--- src/rtl/root_pkg.sv ---
//==============================================================================
// Module      : root_pkg
// Description : Shared Q10.10 constants and FSM state encoding for the
//               power and root datapath blocks.
// Revision    : 1.0 - initial release
//==============================================================================
`default_nettype none

package root_pkg;

    localparam int Q_FRAC = 10;
    localparam int Q_W    = 20;

    localparam logic [Q_W-1:0] Q_ONE = 20'h00400;
    localparam logic [Q_W-1:0] Q_MAX = 20'hFFFFF;

    typedef enum logic [1:0] {
        IDLE = 2'd0,
        MUL  = 2'd1,
        DONE = 2'd2
    } state_t;

endpackage

`default_nettype wire

--- src/rtl/fixed_power_if.sv ---
//==============================================================================
// Module      : fixed_power_if
// Description : Start/result handshake bundle of the fixed-point power unit.
// Revision    : 1.0 - initial release
//==============================================================================
`default_nettype none

interface fixed_power_if #(
    parameter int DATA_W = root_pkg::Q_W
);
    logic              in_valid;
    logic [DATA_W-1:0] in_data_1;
    logic [2:0]        in_data_2;
    logic              out_valid;
    logic [DATA_W-1:0] out_data;
    logic              out_sat;
    logic              busy;

    modport master (
        output in_valid, in_data_1, in_data_2,
        input  out_valid, out_data, out_sat, busy
    );

    modport slave (
        input  in_valid, in_data_1, in_data_2,
        output out_valid, out_data, out_sat, busy
    );
endinterface

`default_nettype wire

--- src/rtl/fixed_mul_sat.sv ---
//==============================================================================
// Module      : fixed_mul_sat
// Description : Combinational unsigned fixed-point multiply, truncating the
//               fractional tail and saturating to all-ones on overflow.
// Revision    : 1.0 - initial release
//==============================================================================
`default_nettype none

module fixed_mul_sat
    import root_pkg::*;
#(
    parameter int FRAC_BITS = Q_FRAC,
    parameter int DATA_W    = Q_W
) (
    input  wire logic [DATA_W-1:0] a,
    input  wire logic [DATA_W-1:0] b,
    output logic      [DATA_W-1:0] q,
    output logic                   ovf
);

    logic [2*DATA_W-1:0] w_prod;
    logic [2*DATA_W-1:0] w_shift;

    assign w_prod  = a * b;
    assign w_shift = w_prod >> FRAC_BITS;

    // Any integer bits beyond the result width mean the value is unrepresentable
    assign ovf = |w_shift[2*DATA_W-1:DATA_W];
    assign q   = ovf ? '1 : w_shift[DATA_W-1:0];

endmodule

`default_nettype wire

--- src/rtl/fixed_power.sv ---
//==============================================================================
// Module      : fixed_power
// Description : Iterative Q10.10 power unit, base^n for n in 0..7, one shared
//               multiply per cycle, saturating result.
// Revision    : 1.0 - initial release
//==============================================================================
`default_nettype none

module fixed_power
    import root_pkg::*;
#(
    parameter int FRAC_BITS = Q_FRAC,
    parameter int DATA_W    = Q_W
) (
    input  wire logic        clk,
    input  wire logic        rst,
    fixed_power_if.slave     bus
);

    localparam logic [DATA_W-1:0] C_ONE = DATA_W'(1) << FRAC_BITS;

    state_t            r_state;
    logic [DATA_W-1:0] r_base;
    logic [DATA_W-1:0] r_acc;
    logic [2:0]        r_cnt;
    logic              r_sat;
    logic              r_out_valid;
    logic [DATA_W-1:0] r_out_data;
    logic              r_out_sat;

    logic [DATA_W-1:0] w_prod_q;
    logic              w_prod_ovf;

    fixed_mul_sat #(
        .FRAC_BITS (FRAC_BITS),
        .DATA_W    (DATA_W)
    ) u_mul (
        .a   (r_acc),
        .b   (r_base),
        .q   (w_prod_q),
        .ovf (w_prod_ovf)
    );

    always_ff @(posedge clk) begin
        if (rst) begin
            r_state     <= IDLE;
            r_base      <= '0;
            r_acc       <= '0;
            r_cnt       <= 3'd0;
            r_sat       <= 1'b0;
            r_out_valid <= 1'b0;
            r_out_data  <= '0;
            r_out_sat   <= 1'b0;
        end else begin
            r_out_valid <= 1'b0;
            case (r_state)
                IDLE: begin
                    if (bus.in_valid) begin
                        r_base  <= bus.in_data_1;
                        r_cnt   <= bus.in_data_2;
                        r_acc   <= C_ONE;
                        r_sat   <= 1'b0;
                        r_state <= (bus.in_data_2 == 3'd0) ? DONE : MUL;
                    end
                end
                MUL: begin
                    r_acc <= w_prod_q;
                    // Saturation is sticky for the remainder of the operation
                    r_sat <= r_sat | w_prod_ovf;
                    r_cnt <= r_cnt - 3'd1;
                    if (r_cnt == 3'd1) begin
                        r_state <= DONE;
                    end
                end
                DONE: begin
                    r_out_data  <= r_acc;
                    r_out_sat   <= r_sat;
                    r_out_valid <= 1'b1;
                    r_state     <= IDLE;
                end
                default: begin
                    r_state <= IDLE;
                end
            endcase
        end
    end

    assign bus.out_valid = r_out_valid;
    assign bus.out_data  = r_out_data;
    assign bus.out_sat   = r_out_sat;
    assign bus.busy      = (r_state != IDLE);

endmodule

`default_nettype wire

--- src/flat_wrapper.sv ---
// flat-port wrapper written by rule: the top's interface ports become plain ports
module fixed_power_flat import root_pkg::*;
#(
    parameter int FRAC_BITS = Q_FRAC,
    parameter int DATA_W    = Q_W
)
  (clk, rst, bus_in_valid, bus_in_data_1, bus_in_data_2, bus_out_valid, bus_out_data, bus_out_sat, bus_busy);
  fixed_power_if #(.DATA_W(DATA_W)) bus_i ();
  input  wire logic clk;
  input  wire logic rst;
  input wire logic [$bits(bus_i.in_valid)-1:0] bus_in_valid;
  input wire logic [$bits(bus_i.in_data_1)-1:0] bus_in_data_1;
  input wire logic [$bits(bus_i.in_data_2)-1:0] bus_in_data_2;
  output wire logic [$bits(bus_i.out_valid)-1:0] bus_out_valid;
  output wire logic [$bits(bus_i.out_data)-1:0] bus_out_data;
  output wire logic [$bits(bus_i.out_sat)-1:0] bus_out_sat;
  output wire logic [$bits(bus_i.busy)-1:0] bus_busy;
  assign bus_i.in_valid = bus_in_valid;
  assign bus_i.in_data_1 = bus_in_data_1;
  assign bus_i.in_data_2 = bus_in_data_2;
  assign bus_out_valid = bus_i.out_valid;
  assign bus_out_data = bus_i.out_data;
  assign bus_out_sat = bus_i.out_sat;
  assign bus_busy = bus_i.busy;
  fixed_power #(.FRAC_BITS(FRAC_BITS), .DATA_W(DATA_W)) u_core (.clk(clk), .rst(rst), .bus(bus_i));
endmodule
--- config.mk ---
export PLATFORM = sky130hd
export DESIGN_NAME = fixed_power_flat
export DESIGN_NICKNAME = d
export VERILOG_FILES = /design/src/rtl/root_pkg.sv /design/src/rtl/fixed_power_if.sv /design/src/rtl/fixed_mul_sat.sv /design/src/rtl/fixed_power.sv /design/src/flat_wrapper.sv
export SDC_FILE = /design/constraint.sdc
export NUM_CORES = 1
export LEC_CHECK = 0
export CORE_ASPECT_RATIO = 0.7
export CORE_UTILIZATION = 40
export CTS_BUF_LIST = sky130_fd_sc_hd__clkbuf_16
export CTS_CLUSTER_DIAMETER = 200
export DETAILED_ROUTE_END_ITERATION = 16
export PLACE_DENSITY = 0.56
export REMOVE_ABC_BUFFERS = 1
export SLEW_MARGIN = 20
export SYNTH_ARGS = -nofsm -noshare
export SYNTH_HDL_FRONTEND = slang
export SYNTH_SLANG_ARGS = --single-unit
--- constraint.sdc ---
create_clock -name clk -period 6.38 [get_ports clk]
set_clock_uncertainty 0.2 [all_clocks]
set_input_delay 0.957 -clock clk [delete_from_list [all_inputs] [get_ports clk]]
set_output_delay 0.957 -clock clk [all_outputs]
set_load 0.01 [all_outputs]
==> flow_summary.ini <==
[logic_synthesis]
ys_top_cells_by_area = fa_1 (39%), ha_1 (11%), and2_1 (9.6%)
yosysWarnings = 0
synth_top_area_cell = fa_1
netlist_area_um2 = 16400
yosysSeqAreaShare_pct = 8.29
synth-seq-cells = 68
syn_inst = 1903
synth_edf_count = 0
synthDistinctLibCells = 65
synthFlopType = dfxtp_1
avgSynthCellArea_um2 = 8.63
async_flop_share_pct = 0
yosys.area.top_type_share_pct = 38.9

[clock_network]
clock-sinks = 68
cts_tree = done
h-tree-depth = 3
cts-root-buf = clkbuf_16
cts_inserted_buffers = 9
cts_hold_buffers = 0
clk_pin_slew_ns = 0.06
clk_latency_ns = 0.35
cts_buffer_depth = 2

[die]
dieArea_um2 = 41900
ios = 49
die_width_um = 244
start_util_pct = 41.0
die_height_um = 172
fp-row-count = 61
fp.coreArea_um2 = 40100

[cells_and_area]
nNetsFinal = 2581
fillers = 3866
insertedDiodeCount = 0
layoutNonFillerInstCount = 2626
area_delta_synth_final_pct = 19.9
drive_gt1_share_pct = 17.0
layout_common_cells = inv_1 (347), fa_1 (313), nand2_1 (267)
final_area_um2 = 19700
regArea_um2 = 1420
final_common_cell = inv_1
multi_input_comb_area_um2 = 13400

[timing]
setup_viol = 21
fin_setup_tns_ns = -16.56
worstMarginPinSlew_ns = 0.978
slew_violations = 0
rsz0062_at_grt = true
final-hold-violation-count = 0
fin_ws_ns = -0.814
fin_crit_sh_pct = 113
period_needed_ns = 7.19
max_freq_mhz = 139
relSlewSlack_pct = 34.8

[placed_design]
post-place-cells = 2596
pre_cts_ws_ns = -0.953
postPlaceCellArea_um2 = 19000
dp.final_hpwl_um = 39000
numPortBuffers = 48
place_congestion = 0.885

[power]
clkPwrFrac_pct = 33.7
p_switching_mw = 0.622
power_frac_comb_pct = 38.2
finalPower_mw = 1.73
power_density_nw_per_um2 = 87.7
peakVddDrop_mv = 0.124
pwr-share-seq_pct = 28.1
switching_share_pct = 36.0
intPower_mw = 1.11
p_leak_nw = 9.77

[critical_path]
critPathCaptureType = flip-flop
setup.worst_path.start_class = flip-flop
crit_buf_inv = 8
path_common_cell = fa_1
cp_slowest_stage_delay_ns = 0.53
r2r_setup_slack_ns = -0.81
critPathRequiredTime_ns = 6.37
critPathSlowestCell = fa_1
worst_ep_arrival_time_ns = 7.19
cp_max_fo = 8
crit_type = reg -> reg
crit_family = adder cells

[routing]
drc = 0
wl_per_cell_um = 17.8
ant_nets = 0
drtIter0Drc = 793
first_pass_iters = 6
viasPerCell = 5.02
vias = 13200
routed_wl_um = 46600

[global_route]
antenna_found_initial = 0
grt_max_degree = 42
grt_pass1_vias = 13900
grt_pass1_wl_um = 76300
grt_use_total_pct = 23.4
grt_overflow = 0

[worst_hold_path]
min_path_type = reg -> reg

[status]
violations = negative setup slack
status = finished, violations left

[job]
maxCapViolCount = 0
-- flip-flops by register name (all words and copies together) (netlist names) --
register              flops
u_core.r_acc             20
u_core.bus.out_sat        1
u_core.r_sat              1
u_core.r_base            20
u_core.r_cnt              3
u_core.r_state            2
u_core.bus.out_valid      1
u_core.bus.out_data      20
-- logic make-up (layout without fill, tap and decap cells) --
family / Yosys count / after routing / synth area share (%)
adders and majority gates: 469 / 469 / 50.3
xor gates and xnor gates: 28 / 28 / 1.49
buffers and inverters: 479 / 667 / 11.2
muxes: 2 / 2 / 0.130
AOI/OAI and AO/OA: 233 / 233 / 9.36
and+or+nand+nor: 624 / 624 / 19.2
DFF: 68 / 68 / 8.29
-- metal layers --
layer	track usage (%)	vias up	share of wire (%)
met5	0	-	0
met2	35.3	336	42
li1	-	6165	-
met4	4.10	0	1.4
met1	35.4	6631	50
met3	3.70	54	6.3
-- power groups by stage --
stage | combinational, mW | sequential [mW] | clock [mW]
4_1_cts | 0.645 | 0.485 | 0.590
6_report | 0.660 | 0.485 | 0.583
3_5_place_dp | 0.617 | 0.495 | 0
5_1_grt | 0.715 | 0.487 | 0.603
3_3_place_gp | 0.611 | 0.495 | 0
2_1_floorplan | 0.267 | 0.509 | 0
-- final cells by class --
cell class,count,area share (%)
clock inverters,7,0.584
clock buffers,9,1.14
well taps,535,3.40
inverters,355,6.76
repair buffers,296,12.7
multi-input cells,1356,68.2
flip-flops and latches,68,7.19
-- through the flow --
stage / util, % / hold WS [ns]
CTS: 48.9 / 0.253
detailed placement: 47.3 / 0.245
global placement: 47.3 / 0.244
global route: 49.2 / 0.274
finish: 49.2 / 0.251
floorplan: - / 0.226
-- timing repair --
action                     in CTS  in global routing
setup buffers                  10                  4
gates resized for setup        55                 28
setup endpoints to repair      21                 21
pin swaps                      16                 11
-- synthesized netlist by cell type, types with 3 or more instances --
cell type,n
nand2_1,269
clkbuf_1,108
buf_2,11
ha_1,150
a21boi_0,3
nor3_1,6
nor4_1,5
nor2_1,39
a21o_1,10
o211ai_1,7
xor2_1,13
inv_1,354
a211oi_1,7
nand3_1,7
o21ai_0,20
o21ai_1,6
nand2b_1,4
a211oi_2,17
xnor2_1,15
nor2b_1,7
dfxtp_1,68
o21a_1,16
fa_1,319
a21oi_1,121
nand4_1,16
and2_1,253
and3_1,3
-- path summary, 6_finish.rpt --
kind / startpoint / cells past startpoint / endpoint
max: u_core.r_base[2] / 26 / u_core.r_acc[3]
min: u_core.bus.out_data[12] / 2 / u_core.bus.out_data[12]
max reg2reg: u_core.r_base[2] / 26 / u_core.r_acc[3]
min reg2reg: u_core.bus.out_data[12] / 2 / u_core.bus.out_data[12]
-- worst min-delay path, stage by stage (launching register included) --
cell and delay [ns]:
dfxtp_1 0.30, nand2_1 0.05, a21oi_1 0.05
Power figures use the tool's default switching activity.
